<file path="src/rtl/inst_loader_if.sv">
// Program-stream and instruction-memory write bundle for the instruction loader.
// The stream source (or test driver) uses master; the loader uses slave.
interface inst_loader_if;
    logic        start;
    logic [7:0]  byte_in;
    logic        byte_valid;
    logic        byte_ready;
    logic        wr_en;
    logic [31:0] wr_addr;
    logic [31:0] wr_data;
    logic        cpu_hold;
    logic        done;
    logic        err;

    modport master (
        output start, byte_in, byte_valid,
        input  byte_ready, wr_en, wr_addr, wr_data, cpu_hold, done, err
    );

    modport slave (
        input  start, byte_in, byte_valid,
        output byte_ready, wr_en, wr_addr, wr_data, cpu_hold, done, err
    );
endinterface

</file>
<file path="src/rtl/inst_loader.sv">
// Loads a length-prefixed, checksummed byte stream into instruction memory
// as 32-bit words, holding the CPU until the load completes successfully.
module inst_loader #(
    parameter int          DEPTH     = 1024,
    parameter logic [31:0] BASE_ADDR = 32'h0000_0000
) (
    input  logic         clk,
    input  logic         rst,
    inst_loader_if.slave bus
);
    typedef enum logic [2:0] {
        IDLE, LEN_HI, LEN_LO, DATA, CSUM, DONE, ERR
    } state_t;

    localparam logic [31:0] DEPTH_U = 32'(DEPTH);

    state_t      state_q;
    logic [15:0] len_q;
    logic [15:0] idx_q;
    logic [1:0]  bcnt_q;
    logic [7:0]  csum_q;
    logic [23:0] word_q;
    logic        byte_ready_q;
    logic        wr_en_q;
    logic [31:0] wr_addr_q;
    logic [31:0] wr_data_q;
    logic        cpu_hold_q;
    logic        done_q;
    logic        err_q;

    logic        accept;
    logic [15:0] len_d;
    logic [15:0] idx_d;
    logic [7:0]  csum_d;

    assign accept = bus.byte_valid & byte_ready_q;
    assign len_d  = {len_q[15:8], bus.byte_in};
    assign idx_d  = idx_q + 16'd1;
    assign csum_d = csum_q + bus.byte_in;

    always_ff @(posedge clk) begin
        if (rst) begin
            state_q      <= IDLE;
            len_q        <= '0;
            idx_q        <= '0;
            bcnt_q       <= '0;
            csum_q       <= '0;
            word_q       <= '0;
            byte_ready_q <= 1'b0;
            wr_en_q      <= 1'b0;
            wr_addr_q    <= BASE_ADDR;
            wr_data_q    <= '0;
            cpu_hold_q   <= 1'b0;
            done_q       <= 1'b0;
            err_q        <= 1'b0;
        end else begin
            wr_en_q <= 1'b0;
            case (state_q)
                IDLE, DONE, ERR: begin
                    if (bus.start) begin
                        state_q      <= LEN_HI;
                        byte_ready_q <= 1'b1;
                        cpu_hold_q   <= 1'b1;
                        done_q       <= 1'b0;
                        err_q        <= 1'b0;
                        idx_q        <= '0;
                        bcnt_q       <= '0;
                        csum_q       <= '0;
                    end
                end
                LEN_HI: begin
                    if (accept) begin
                        len_q[15:8] <= bus.byte_in;
                        state_q     <= LEN_LO;
                    end
                end
                LEN_LO: begin
                    if (accept) begin
                        len_q <= len_d;
                        if (32'(len_d) > DEPTH_U) begin
                            state_q      <= ERR;
                            err_q        <= 1'b1;
                            byte_ready_q <= 1'b0;
                        end else if (len_d == 16'd0) begin
                            state_q <= CSUM;
                        end else begin
                            state_q <= DATA;
                        end
                    end
                end
                DATA: begin
                    // Input is paused for the write cycle so the index (and the
                    // move to CSUM) always follows the wr_en pulse.
                    if (wr_en_q) begin
                        idx_q        <= idx_d;
                        byte_ready_q <= 1'b1;
                        if (idx_d == len_q) begin
                            state_q <= CSUM;
                        end
                    end else if (accept) begin
                        csum_q <= csum_d;
                        bcnt_q <= bcnt_q + 2'd1;
                        if (bcnt_q == 2'd3) begin
                            wr_data_q    <= {word_q, bus.byte_in};
                            wr_addr_q    <= BASE_ADDR + 32'({idx_q, 2'b00});
                            wr_en_q      <= 1'b1;
                            byte_ready_q <= 1'b0;
                        end else begin
                            word_q <= {word_q[15:0], bus.byte_in};
                        end
                    end
                end
                CSUM: begin
                    if (accept) begin
                        byte_ready_q <= 1'b0;
                        if (bus.byte_in == csum_q) begin
                            state_q    <= DONE;
                            done_q     <= 1'b1;
                            cpu_hold_q <= 1'b0;
                        end else begin
                            state_q <= ERR;
                            err_q   <= 1'b1;
                        end
                    end
                end
                default: begin
                    state_q      <= IDLE;
                    byte_ready_q <= 1'b0;
                    cpu_hold_q   <= 1'b0;
                end
            endcase
        end
    end

    assign bus.byte_ready = byte_ready_q;
    assign bus.wr_en      = wr_en_q;
    assign bus.wr_addr    = wr_addr_q;
    assign bus.wr_data    = wr_data_q;
    assign bus.cpu_hold   = cpu_hold_q;
    assign bus.done       = done_q;
    assign bus.err        = err_q;
endmodule

</file>
<file path="src/flat_wrapper.sv">
// flat-port wrapper written by rule: the top's interface ports become plain ports
module inst_loader_flat 
#(
    parameter int          DEPTH     = 1024,
    parameter logic [31:0] BASE_ADDR = 32'h0000_0000
)
  (clk, rst, bus_start, bus_byte_in, bus_byte_valid, bus_byte_ready, bus_wr_en, bus_wr_addr, bus_wr_data, bus_cpu_hold, bus_done, bus_err);
  inst_loader_if bus_i ();
  input  logic clk;
  input  logic rst;
  input wire logic [$bits(bus_i.start)-1:0] bus_start;
  input wire logic [$bits(bus_i.byte_in)-1:0] bus_byte_in;
  input wire logic [$bits(bus_i.byte_valid)-1:0] bus_byte_valid;
  output wire logic [$bits(bus_i.byte_ready)-1:0] bus_byte_ready;
  output wire logic [$bits(bus_i.wr_en)-1:0] bus_wr_en;
  output wire logic [$bits(bus_i.wr_addr)-1:0] bus_wr_addr;
  output wire logic [$bits(bus_i.wr_data)-1:0] bus_wr_data;
  output wire logic [$bits(bus_i.cpu_hold)-1:0] bus_cpu_hold;
  output wire logic [$bits(bus_i.done)-1:0] bus_done;
  output wire logic [$bits(bus_i.err)-1:0] bus_err;
  assign bus_i.start = bus_start;
  assign bus_i.byte_in = bus_byte_in;
  assign bus_i.byte_valid = bus_byte_valid;
  assign bus_byte_ready = bus_i.byte_ready;
  assign bus_wr_en = bus_i.wr_en;
  assign bus_wr_addr = bus_i.wr_addr;
  assign bus_wr_data = bus_i.wr_data;
  assign bus_cpu_hold = bus_i.cpu_hold;
  assign bus_done = bus_i.done;
  assign bus_err = bus_i.err;
  inst_loader #(.DEPTH(DEPTH), .BASE_ADDR(BASE_ADDR)) u_core (.clk(clk), .rst(rst), .bus(bus_i));
endmodule
</file>
<file path="config.mk">
export PLATFORM = sky130hd
export DESIGN_NAME = inst_loader_flat
export DESIGN_NICKNAME = d
export VERILOG_FILES = /design/src/rtl/inst_loader_if.sv /design/src/rtl/inst_loader.sv /design/src/flat_wrapper.sv
export SDC_FILE = /design/constraint.sdc
export NUM_CORES = 1
export LEC_CHECK = 0
export ABC_AREA = 1
export CELL_PAD_IN_SITES_DETAIL_PLACEMENT = 1
export CELL_PAD_IN_SITES_GLOBAL_PLACEMENT = 2
export CORE_MARGIN = 2
export CORE_UTILIZATION = 28
export CTS_BUF_LIST = sky130_fd_sc_hd__clkbuf_16
export CTS_CLUSTER_SIZE = 25
export DETAILED_ROUTE_END_ITERATION = 8
export PLACE_DENSITY_LB_ADDON = 0.15
export RECOVER_POWER = 50
export SETUP_SLACK_MARGIN = 0.1
export SYNTH_ARGS = -nofsm -noshare
export SYNTH_HDL_FRONTEND = slang
export SYNTH_SLANG_ARGS = --single-unit
export TNS_END_PERCENT = 10
</file>
<file path="constraint.sdc">
create_clock -name clk -period 1.8 [get_ports clk]
set_clock_uncertainty 0.1 [all_clocks]
set_input_delay 0.27 -clock clk [delete_from_list [all_inputs] [get_ports clk]]
set_output_delay 0.27 -clock clk [all_outputs]
set_load 0.03 [all_outputs]
</file>
==> impl_results.md, run 1 <==
* Rows at 52
* Final nets at about 990
* Power per cell area at 1170 nW/um2
* Synth area leaders: dfxtp_1 42%, nand2_1 12%, a21oi_1 11%
* Startpoint Class: flip-flop
* Die area at around 22000 um2
* Most common cell after layout, fill and taps aside: nand2_1
* Commonest non-fill, non-tap cells in the layout: 172 x nand2_1, 121 x a21oi_1, 109 x nand3_1
* Fraction of layout cells with a size suffix above 1 at 23.9%
* GRT Util Overall at around a fifth
* First-pass GRT wire length at 33600 um
* Worst skew pair latency at about 0.42 ns
* #FFs+latches synth at roughly 120
* Clock Sinks at around 120
* Reg2reg path depth at 14
* Largest net degree at the start of global routing at 64
* Sequential fraction of the synthesis area at between 40% and 50%
* Setup CP Type: reg2reg
* DRC errors left at 0
* Yosys top cell area share at 41.7%
* Synth Instances at between 800 and 900
* Synth area leader: dfxtp_1
* HP Start: rst
* Placed Cells at roughly 1200
* Final worst slack at -0.267 ns
* Initial detailed-routing violation count at 244
* Hold/Removal Path Class: in2reg
* Via density at around 5
* FF-to-FF setup slack at -0.27 ns
* Hold_buf cts at 0
* Final Hold Slack at between 0.09 and 0.1 ns
* Failing checks: negative setup slack
* Leakage at between 3 and 4 nW
* CP bufs+invs at 0
* Slowest cell delay on critical path at about 0.37 ns
* Routed Antenna Nets at 0
* Vias in the first global route at about 6400
* Clk slew on worst S/H paths at 0.06 ns
* Post-synthesis cell type count at 39
* Antenna violations before repair at 0
* Initial Util at ~29%
* Crit-path leading delay family: simple AND/OR/NAND/NOR gates
* GRT overflow at 0
* Max-Cap Viols at 0
* Critical Path RT at ~2 ns
* IO Port Bufs at 64
* Worst EP arrival at 2.27 ns
* Slowest cell on the critical path: dfxtp_4
* DR vias at 6108
* RSZ-0062 raised after global routing: true
* Syn avg cell area at between 7 and 8 um2
* Crit Path Max Fanout at 5
* Die width at approximately 150 um
* Slew Viols, Final at 0
* Hold depth at 2
* Crit-path cells: ha_4 -> nand2_4 -> nor2_4 -> nand2_2 -> nand3b_1 -> nand2_1 -> nor2_1 -> nand3_1 -> nor2_2 -> nand3_2 -> nand2_4 -> nand3_1 -> nand2_1 -> nor2_1
* FF-to-FF End: u_core.state_q[0]
* Root Driver: clkbuf_16
* Diode count at 0
* CORE AREA at 20400 um2
* CTS buffer count at 17
* Area Growth Syn to Fin at 43.1%
* H-tree Lvls at 4
* Die Y at 149 um
* Fin. Hold Viols at 0
* Yosys warning count at 0
* Drt total wl at 20700 um
* Layout Cells excl Fill at 1252
* Clk buf depth at 2
* Fmax at just under 500 MHz
* Status: finished with violations
* Hpwl dp at 15100 um
* Final setup fails at 8
* WL/cell at ~17 um
* Io pins at around 80
* GP Congestion at 0.870
* Post-Syn Area at 5850 um2
* Hold Path Sink: u_core.bus.wr_addr[8]
* Drt pass-1 iters at 4
* TritonCTS clock tree: done
* Final period util at 115%
* Worst vdd ir at between 600 and 700 uV
* CP Capture Type: flip-flop
* Reg-to-Reg Start: u_core.idx_q[0]
* Period minus WS final at around 2.1 ns
state kept, by name (all words and copies together) (netlist names):
name and count:
u_core.bcnt_q 2, u_core.bus.byte_ready 1, u_core.bus.cpu_hold 1, u_core.bus.done 1, u_core.bus.err 1, u_core.bus.wr_addr 16, u_core.bus.wr_data 32, u_core.bus.wr_en 1
u_core.csum_q 8, u_core.idx_q 16, u_core.len_q 16, u_core.state_q 3, u_core.word_q 24
synthesized netlist by cell type (all sizes together):
cell	n
a211oi	7
a21o	1
a21oi	125
a31oi	6
buf	30
clkbuf	27
clkinv	1
conb	1
dfxtp	122
fa	2
ha	9
inv	59
nand2	192
nand3	121
nand3b	2
nand4	11
nor2	49
nor3	3
nor4	2
o211ai	1
o21ai	35
o21bai	1
o221ai	1
or2	6
xnor2	1
xnor3	1
xor2	3
through the flow:
stage	setup slack [ns]	TNS [ns]	util (%)	total power, mW	area [um2]
after floorplan	-0.0102	-0.0102	-	4.79	5950
after global placement	-0.690	-13.70	36.8	5.98	7500
after detailed placement	-0.886	-14.68	36.8	6.10	7500
after CTS	-0.234	-1.99	40.4	9.66	8230
after global routing	-0.405	-3.89	41.1	10.3	8380
final	-0.267	-1.21	41.1	9.77	8380
cell type report:
type | instances | area [um2]
sequential | 122 | 2470
clock buffer | 17 | 425
timing repair inverter | 1 | 7.51
timing repair buffer | 172 | 1520
clock inverter | 15 | 141
tap | 270 | 338
multi-input combinational | 595 | 3240
inverter | 60 | 231
fill | 2492 | 12000
routing by layer:
layer  vias to the layer above  part of all wire [%]  track usage, %
li1                       3021                     -               -
met1                      2955                    46            24.7
met2                        97                    49            32.9
met3                        35                   2.4            3.10
met4                         0                   2.3            7.00
met5                         -                     0               0
worst register-to-register path: stages (launching register included):
cell	delay [ns]
dfxtp_4	0.37
ha_4	0.16
nand2_4	0.06
nor2_4	0.21
nand2_2	0.09
nand3b_1	0.09
nand2_1	0.05
nor2_1	0.11
nand3_1	0.11
nor2_2	0.21
nand3_2	0.12
nand2_4	0.10
nand3_1	0.07
nand2_1	0.06
nor2_1	0.04
timing repair:
item,in CTS,in global routing
gates resized for setup,103,39
pin swaps,13,12
setup endpoints to repair,167,114
gates cloned,1,0
buffers inserted,3,2
cell families after synthesis:
logic type               synth area share [%]
flip-flops                               41.7
adder cells (fa/ha/maj)                  2.61
other                                  0.0641
XOR/XNOR                                0.983
AO/OA/AOI/OAI                            16.1
AND/OR/NAND/NOR                          29.7
buffers and inverters                    8.85
power breakdown:
part	switching [mW]	internal, mW
logic	1.87	1.37
clock network	1.41	1.92
registers	0.262	2.94
total	3.53	6.24
worst max-delay path by stage:
stage                     start           endpoint  slack (ns)  cells after the start
2_1_floorplan  u_core.csum_q[0]   u_core.csum_q[6]       -0.01                     11
3_3_place_gp     bus_byte_in[2]  u_core.state_q[0]       -0.69                     10
3_5_place_dp     bus_byte_in[2]    u_core.bus.done       -0.89                     10
4_1_cts         u_core.idx_q[0]  u_core.state_q[1]       -0.23                     14
5_1_grt         u_core.idx_q[7]  u_core.state_q[0]       -0.41                     13
6_report        u_core.idx_q[0]  u_core.state_q[0]       -0.27                     14
Power figures use the tool's default switching activity.
==> run 2: changes to the inputs <==
--- a/config.mk
+++ b/config.mk
@@ -10,9 +10,9 @@
 export CELL_PAD_IN_SITES_GLOBAL_PLACEMENT = 2
 export CORE_MARGIN = 2
 export CORE_UTILIZATION = 28
-export CTS_BUF_LIST = sky130_fd_sc_hd__clkbuf_16
 export CTS_CLUSTER_SIZE = 25
 export DETAILED_ROUTE_END_ITERATION = 8
+export GPL_TIMING_DRIVEN = 0
 export PLACE_DENSITY_LB_ADDON = 0.15
 export RECOVER_POWER = 50
 export SETUP_SLACK_MARGIN = 0.1
==> run 2 against run 1 <==
The flow still finishes with violations (negative setup slack). Combinational power shrank 11%. Via count shrank 0.61%. Global-route usage grew 0.65 points. Setup slack gained 0.014 ns. Cell area shrank 1.4%. Sequential share of layout area grew 0.52 points. Register-to-register slack is essentially flat. Critical path type unchanged.
==> impl_results.md, run 2 (synthesized netlist as in run 1, its figures left out) <==
* Die width at 149 um
* Most common cell after layout, fill and taps aside: nand2_1
* GP Congestion at approximately 0.86
* Fmax at approximately 490 MHz
* TritonCTS clock tree: done
* Clk buf depth at 2
* Setup WS pre-CTS at -0.988 ns
* IO Port Bufs at 63
* Worst slew margin at about a third
* Clock share of power at between 30% and 40%
* Die Y at 149 um
* Clock Sinks at approximately 120
* Max-Cap Viols at 0
* GRT overflow at 0
* Final nets at 974
* Root Driver: clkbuf_16
* Commonest non-fill, non-tap cells in the layout: 170 x nand2_1, 117 x a21oi_1, 105 x nand3_1
* Drt pass-1 iters at 4
* Crit-path cells: ha_4 -> nand2_4 -> nor2_4 -> nand2_1 -> nand3b_1 -> nand2_1 -> nor2_1 -> nand3_1 -> nor2_4 -> nand3_2 -> nand2_4 -> nand3_2 -> nand2_1 -> nor2_1
* Drt total wl at roughly 22000 um
* RSZ-0062 raised after global routing: true
* Startpoint Class: flip-flop
* CP bufs+invs at 0
* Clk slew on worst S/H paths at around 0.060 ns
* CP Capture Type: flip-flop
* Slew Viols, Final at 0
* Crit Path Max Fanout at 5
* Hold depth at 3
* Measured slew at the worst slew-check pin at between 0.9 and 1 ns
* DRC errors left at 0
* First-pass GRT wire length at 34100 um
* Failing checks: negative setup slack
* Internal Power at roughly 6.1 mW
* Status: finished with violations
* Diode count at 0
* Largest net degree at the start of global routing at 17
* Worst EP arrival at approximately 2.3 ns
* Final worst slack at -0.253 ns
* Period minus WS final at between 2 and 2.5 ns
* Hold_buf cts at 0
* Final period util at 114%
* WL/cell at 17.7 um
* Slowest cell delay on critical path at 0.38 ns
* Io pins at between 80 and 90
* Leakage at between 3 and 4 nW
* GRT Util Overall at about a fifth
* CORE AREA at around 20000 um2
* Area Growth Syn to Fin at 41.0%
* Initial detailed-routing violation count at 289
* Crit-path leading delay family: simple AND/OR/NAND/NOR gates
* Setup CP Type: reg2reg
* Sw frac at approximately 36%
* Crit path depth at 14
* Seq pwr share at 34.2%
* DR vias at around 6000
* Worst skew pair latency at approximately 0.43 ns
* Fraction of layout cells with a size suffix above 1 at approximately 23%
* Routed Antenna Nets at 0
* Hpwl dp at between 15000 and 20000 um
* Max reg flops at 32
* Cell mode on critical path: nand2_1
* Via density at around 4.9
* Met2 Track Usage GR at 34.5%
* Reg2reg path depth at 14
* Initial Util at 28.7%
* Vias in the first global route at between 6000 and 7000
* Global routing usage on met3 at about 3.7%
* GRT met1 Usage at ~25%
* Hold/Removal Path Class: in2reg
* Overall Power at around 9.6 mW
* CTS buffer count at 17
* Slowest cell on the critical path: dfxtp_4
* Power per cell area at 1160 nW/um2
* Critical Path RT at slightly above 2 ns
* Antenna violations before repair at 0
* Rows at between 50 and 60
* Sw power at 3.48 mW
* Setup TNS at -1.54 ns
* Final setup fails at 22
* Die area at ~22000 um2
* Combinational share of power at 30.0%
* Fin. Hold Viols at 0
* H-tree Lvls at 4
* Worst vdd ir at between 700 and 800 uV
* Grt peak-use layer: met2
==> run 2: area by class of cell <==
type                       instances  area [um2]
multi-input combinational        595        3310
fill                            2504       12100
sequential                       122        2480
clock buffer                      19         443
buffer                            57         419
tap                              270         338
timing repair buffer              98         881
inverter                          60         243
clock inverter                    13         143
==> run 2: worst reg2reg max path, delay by kind of cell, from the launching register on <==
family,cells,cell delay [ns]
AND/OR/NAND/NOR,13,1.28
flip-flops,1,0.38
adder cells (fa/ha/maj),1,0.18
==> run 2: final timing paths <==
check	from	endpoint	slack, ns
max reg2reg	u_core.idx_q[0]	u_core.state_q[1]	-0.25
min	bus_byte_in[4]	u_core.bus.wr_data[4]	0.20
max	u_core.idx_q[0]	u_core.state_q[1]	-0.25
min reg2reg	u_core.bus.wr_data[21]	u_core.bus.wr_data[21]	0.35
==> run 2: per-layer routing <==
layer,part of all wire (%),vias up
met5,0,-
met4,1.9,0
met3,3.1,38
met2,50,108
met1,45,2933
li1,-,2992
==> run 2: per-stage QoR <==
stage                     util, %  std cells  hold WS (ns)  area [um2]
after floorplan                 -        834         0.334        5950
after global placement       34.0       1167         0.339        6920
after detailed placement     34.0       1167         0.347        6920
after CTS                    37.9       1209         0.263        7720
after global routing         40.5       1234         0.240        8260
final                        40.5       1234         0.202        8260
==> run 2: power groups by stage <==
| stage | sequential [mW] | clock (mW) | combinational [mW] |
|---|---|---|---|
| after floorplan | 3.24 | 0 | 1.55 |
| after global placement | 3.29 | 0 | 2.18 |
| after detailed placement | 3.29 | 0 | 2.22 |
| after CTS | 3.26 | 3.51 | 2.35 |
| after global routing | 3.33 | 3.65 | 3.17 |
| final | 3.28 | 3.44 | 2.88 |
==> run 2: timing repair <==
action                     4_1_cts  5_1_grt
resized for setup              129       92
setup buffers                   10       25
pin swaps                       15       32
setup endpoints to repair      175      123
cloned                           0        0
==> RTL edit: new RTL, settings of run 2 <==
Reset style: asynchronous (`rst`), changed in one clocked block.
--- a/src/rtl/inst_loader.sv
+++ b/src/rtl/inst_loader.sv
@@ -40,3 +40,3 @@
 
-    always_ff @(posedge clk) begin
+    always_ff @(posedge clk or posedge rst) begin
         if (rst) begin
Function: differs if rst is asserted again (counterexample within 4 cycles, from zero or initial values and one cycle with rst high); with rst held inactive, the same outputs for 4 cycles.
==> RTL edit against run 2 <==
  * The run still ends with negative setup slack left
  * Sequential share of layout area is 4.7 points higher
  * Synthesized cell count is 13% lower
  * Area after synthesis down 0.11%
  * Sequential cell count unchanged
  * Design area grew 6.9%
  * Count of clock-buffer cells in the layout increased by 2
  * Die area fell by 0.10%
  * Via count is 12% lower
  * Total power rose by 3.7%
  * Worst setup slack better by 25 ps
  * Wire length decreased by 10%
  * Critical endpoint is now u_core.state_q[1]
  * Largest cell class is now registers
  * Highest routed layer unchanged
==> RTL edit: results (changes against run 2) <==
| Metric | Value |
|---|---|
| Portion of the post-synthesis area used by sequential elements | `52.2% (+10 points)` |
| Result of the run | `complete, but fails checks` |
| Number of port buffers | `64 (+1.6%)` |
| Sum of negative setup slack | `-5530 ps (-3990 ps)` |
| Maximum net fanout on the critical path | `4 (-1)` |
| Count of endpoints failing setup in the final report | `110 (+400%)` |
| Hold Slack | `200 ps (-2.49 ps)` |
| Routed vias/inst | `4.66 (-5.3%)` |
| Largest net degree at the start of global routing | `40 (+23)` |
| Final weighted congestion in routability-driven placement | `0.817 (-4.9%)` |
| Number of DRC markers after the initial detailed-route iteration | `219 (-24%)` |
| Average routed wire per standard cell | `17.1 um (-3.6%)` |
| Fin worst setup slack | `-227 ps (+25.4 ps)` |
| R2R Path End | `u_core.state_q[1]` |
| Vias in the first global route | `5,586 (-11%)` |
| Number of distinct library cell variants in the gate-level netlist after synthesis | `34 (-13%)` |
| Async set or reset register ratio after synthesis | `100% (+100 points)` |
| Worst slew pin tran | `947 ps (-31.2 ps)` |
| Cell types with the largest area share after synthesis | `sky130_fd_sc_hd__dfrtp_1, sky130_fd_sc_hd__nand2_1, sky130_fd_sc_hd__o21ai_0` |
| Critical path data arrival time | `2240 ps (-30 ps)` |
| Fraction of final layout cells with drive strength greater than 1 | `32.5% (+9.8 points)` |
| Origin of the critical flop-to-flop path | `u_core.idx_q[0]` |
| First-pass GRT wire length | `30,800 um (-9.7%)` |
| IR Drop Worst-Case VDD | `0.702 mV (-1.4%)` |
| Static Leakage | `4.30 nW (+27%)` |
| Synth Area per Inst | `8.25 um2 (+15%)` |
| HP Start | `bus_byte_in[0]` |
| Post-Place Cell Area | `6950 um2 (+0.45%)` |
| Top FF cell, synth | `sky130_fd_sc_hd__dfrtp_1` |
| Setup WS pre-CTS | `-702 ps (+286 ps)` |
| Overall global routing resource usage | `18.2% (-1.8 points)` |
| HPWL after detailed placement | `13,300 um (-16%)` |
| Cell total after placement | `1,061 (-9.1%)` |
| Worst reg-to-reg path cell count | `15 (+1)` |
| Failing checks | `negative setup slack` |
| Worst Hold End | `u_core.bus.wr_data[0]` |
==> RTL edit: changes by cell type in the layout (fill, tap and decap cells not counted), sizes merged, moves of 19 or more <==
cell and delta:
o21ai +65, inv +19, dfrtp +122, a21oi -121, nand3 -81, dfxtp -122, nand2 +35
==> RTL edit: how the worst max path moves through the flow <==
| stage | from | endpoint | slack (ps) | cells past startpoint |
|---|---|---|---|---|
| floorplan | rst | u_core.bcnt_q[0] | -70 | 1 |
| global placement | rst | u_core.bus.wr_addr[13] | -1330 | 2 |
| detailed placement | bus_byte_in[1] | u_core.bus.byte_ready | -700 | 9 |
| CTS | u_core.idx_q[1] | u_core.state_q[1] | -300 | 14 |
| global route | u_core.idx_q[0] | u_core.state_q[1] | -370 | 14 |
| finish | u_core.idx_q[0] | u_core.state_q[1] | -230 | 15 |
==> RTL edit: logic make-up after synthesis <==
logic type	Yosys count	synth area share (%)
and+or+nand+nor	325	23.2
AOI/OAI and AO/OA	126	11.7
DFF	122	52.2
buffers and inverters	115	8.92
adders and majority gates	11	2.61
xor gates and xnor gates	9	1.35
other	1	0.0641
==> RTL edit: repair_timing <==
action	CTS	global route
cloned	3	2
hold buffers	0	0
setup buffers	26	25
setup endpoints to repair	175	123
gates resized for setup	196	171
pin swaps	12	25
==> RTL edit: routing by layer <==
metal  up-vias  wire, um  global-route usage [%]
met5         -         0                       0
met4         0       324                    5.10
met3        22       597                    3.25
met2        85      9710                    30.8
met1      2667      8960                    23.9
li1       2581         -                       -
==> RTL edit: layout make-up <==
type / instances / area, um2
Timing Repair Buffer: 123 / 1180
Sequential cell: 122 / 3060
Buffer: 35 / 385
Multi-Input combinational cell: 487 / 2940
Inverter: 80 / 322
Clock buffer: 21 / 460
Clock inverter: 11 / 145
Fill cell: 2403 / 11500
Tap cell: 270 / 338
==> RTL edit: critical path: stages (launching register included) <==
cell	delay, ps
sky130_fd_sc_hd__dfrtp_2	440
sky130_fd_sc_hd__ha_4	200
sky130_fd_sc_hd__nand3_4	110
sky130_fd_sc_hd__nor2_4	50
sky130_fd_sc_hd__nand2_1	90
sky130_fd_sc_hd__nand2_1	90
sky130_fd_sc_hd__nand2_1	70
sky130_fd_sc_hd__nand2_1	60
sky130_fd_sc_hd__nor2_2	130
sky130_fd_sc_hd__nand2_1	80
sky130_fd_sc_hd__nor2_2	120
sky130_fd_sc_hd__nand3_2	110
sky130_fd_sc_hd__nand2_4	100
sky130_fd_sc_hd__nand2_2	60
sky130_fd_sc_hd__nand2_1	80
sky130_fd_sc_hd__nand2_1	50
==> RTL edit: report_power, final <==
group	switching, mW	leakage [nW]	internal, mW
Sequential	0.372	1.66	3.15
Clock	1.31	0.289	2.25
Combinational	1.68	2.35	1.21
Total	3.35	4.30	6.61
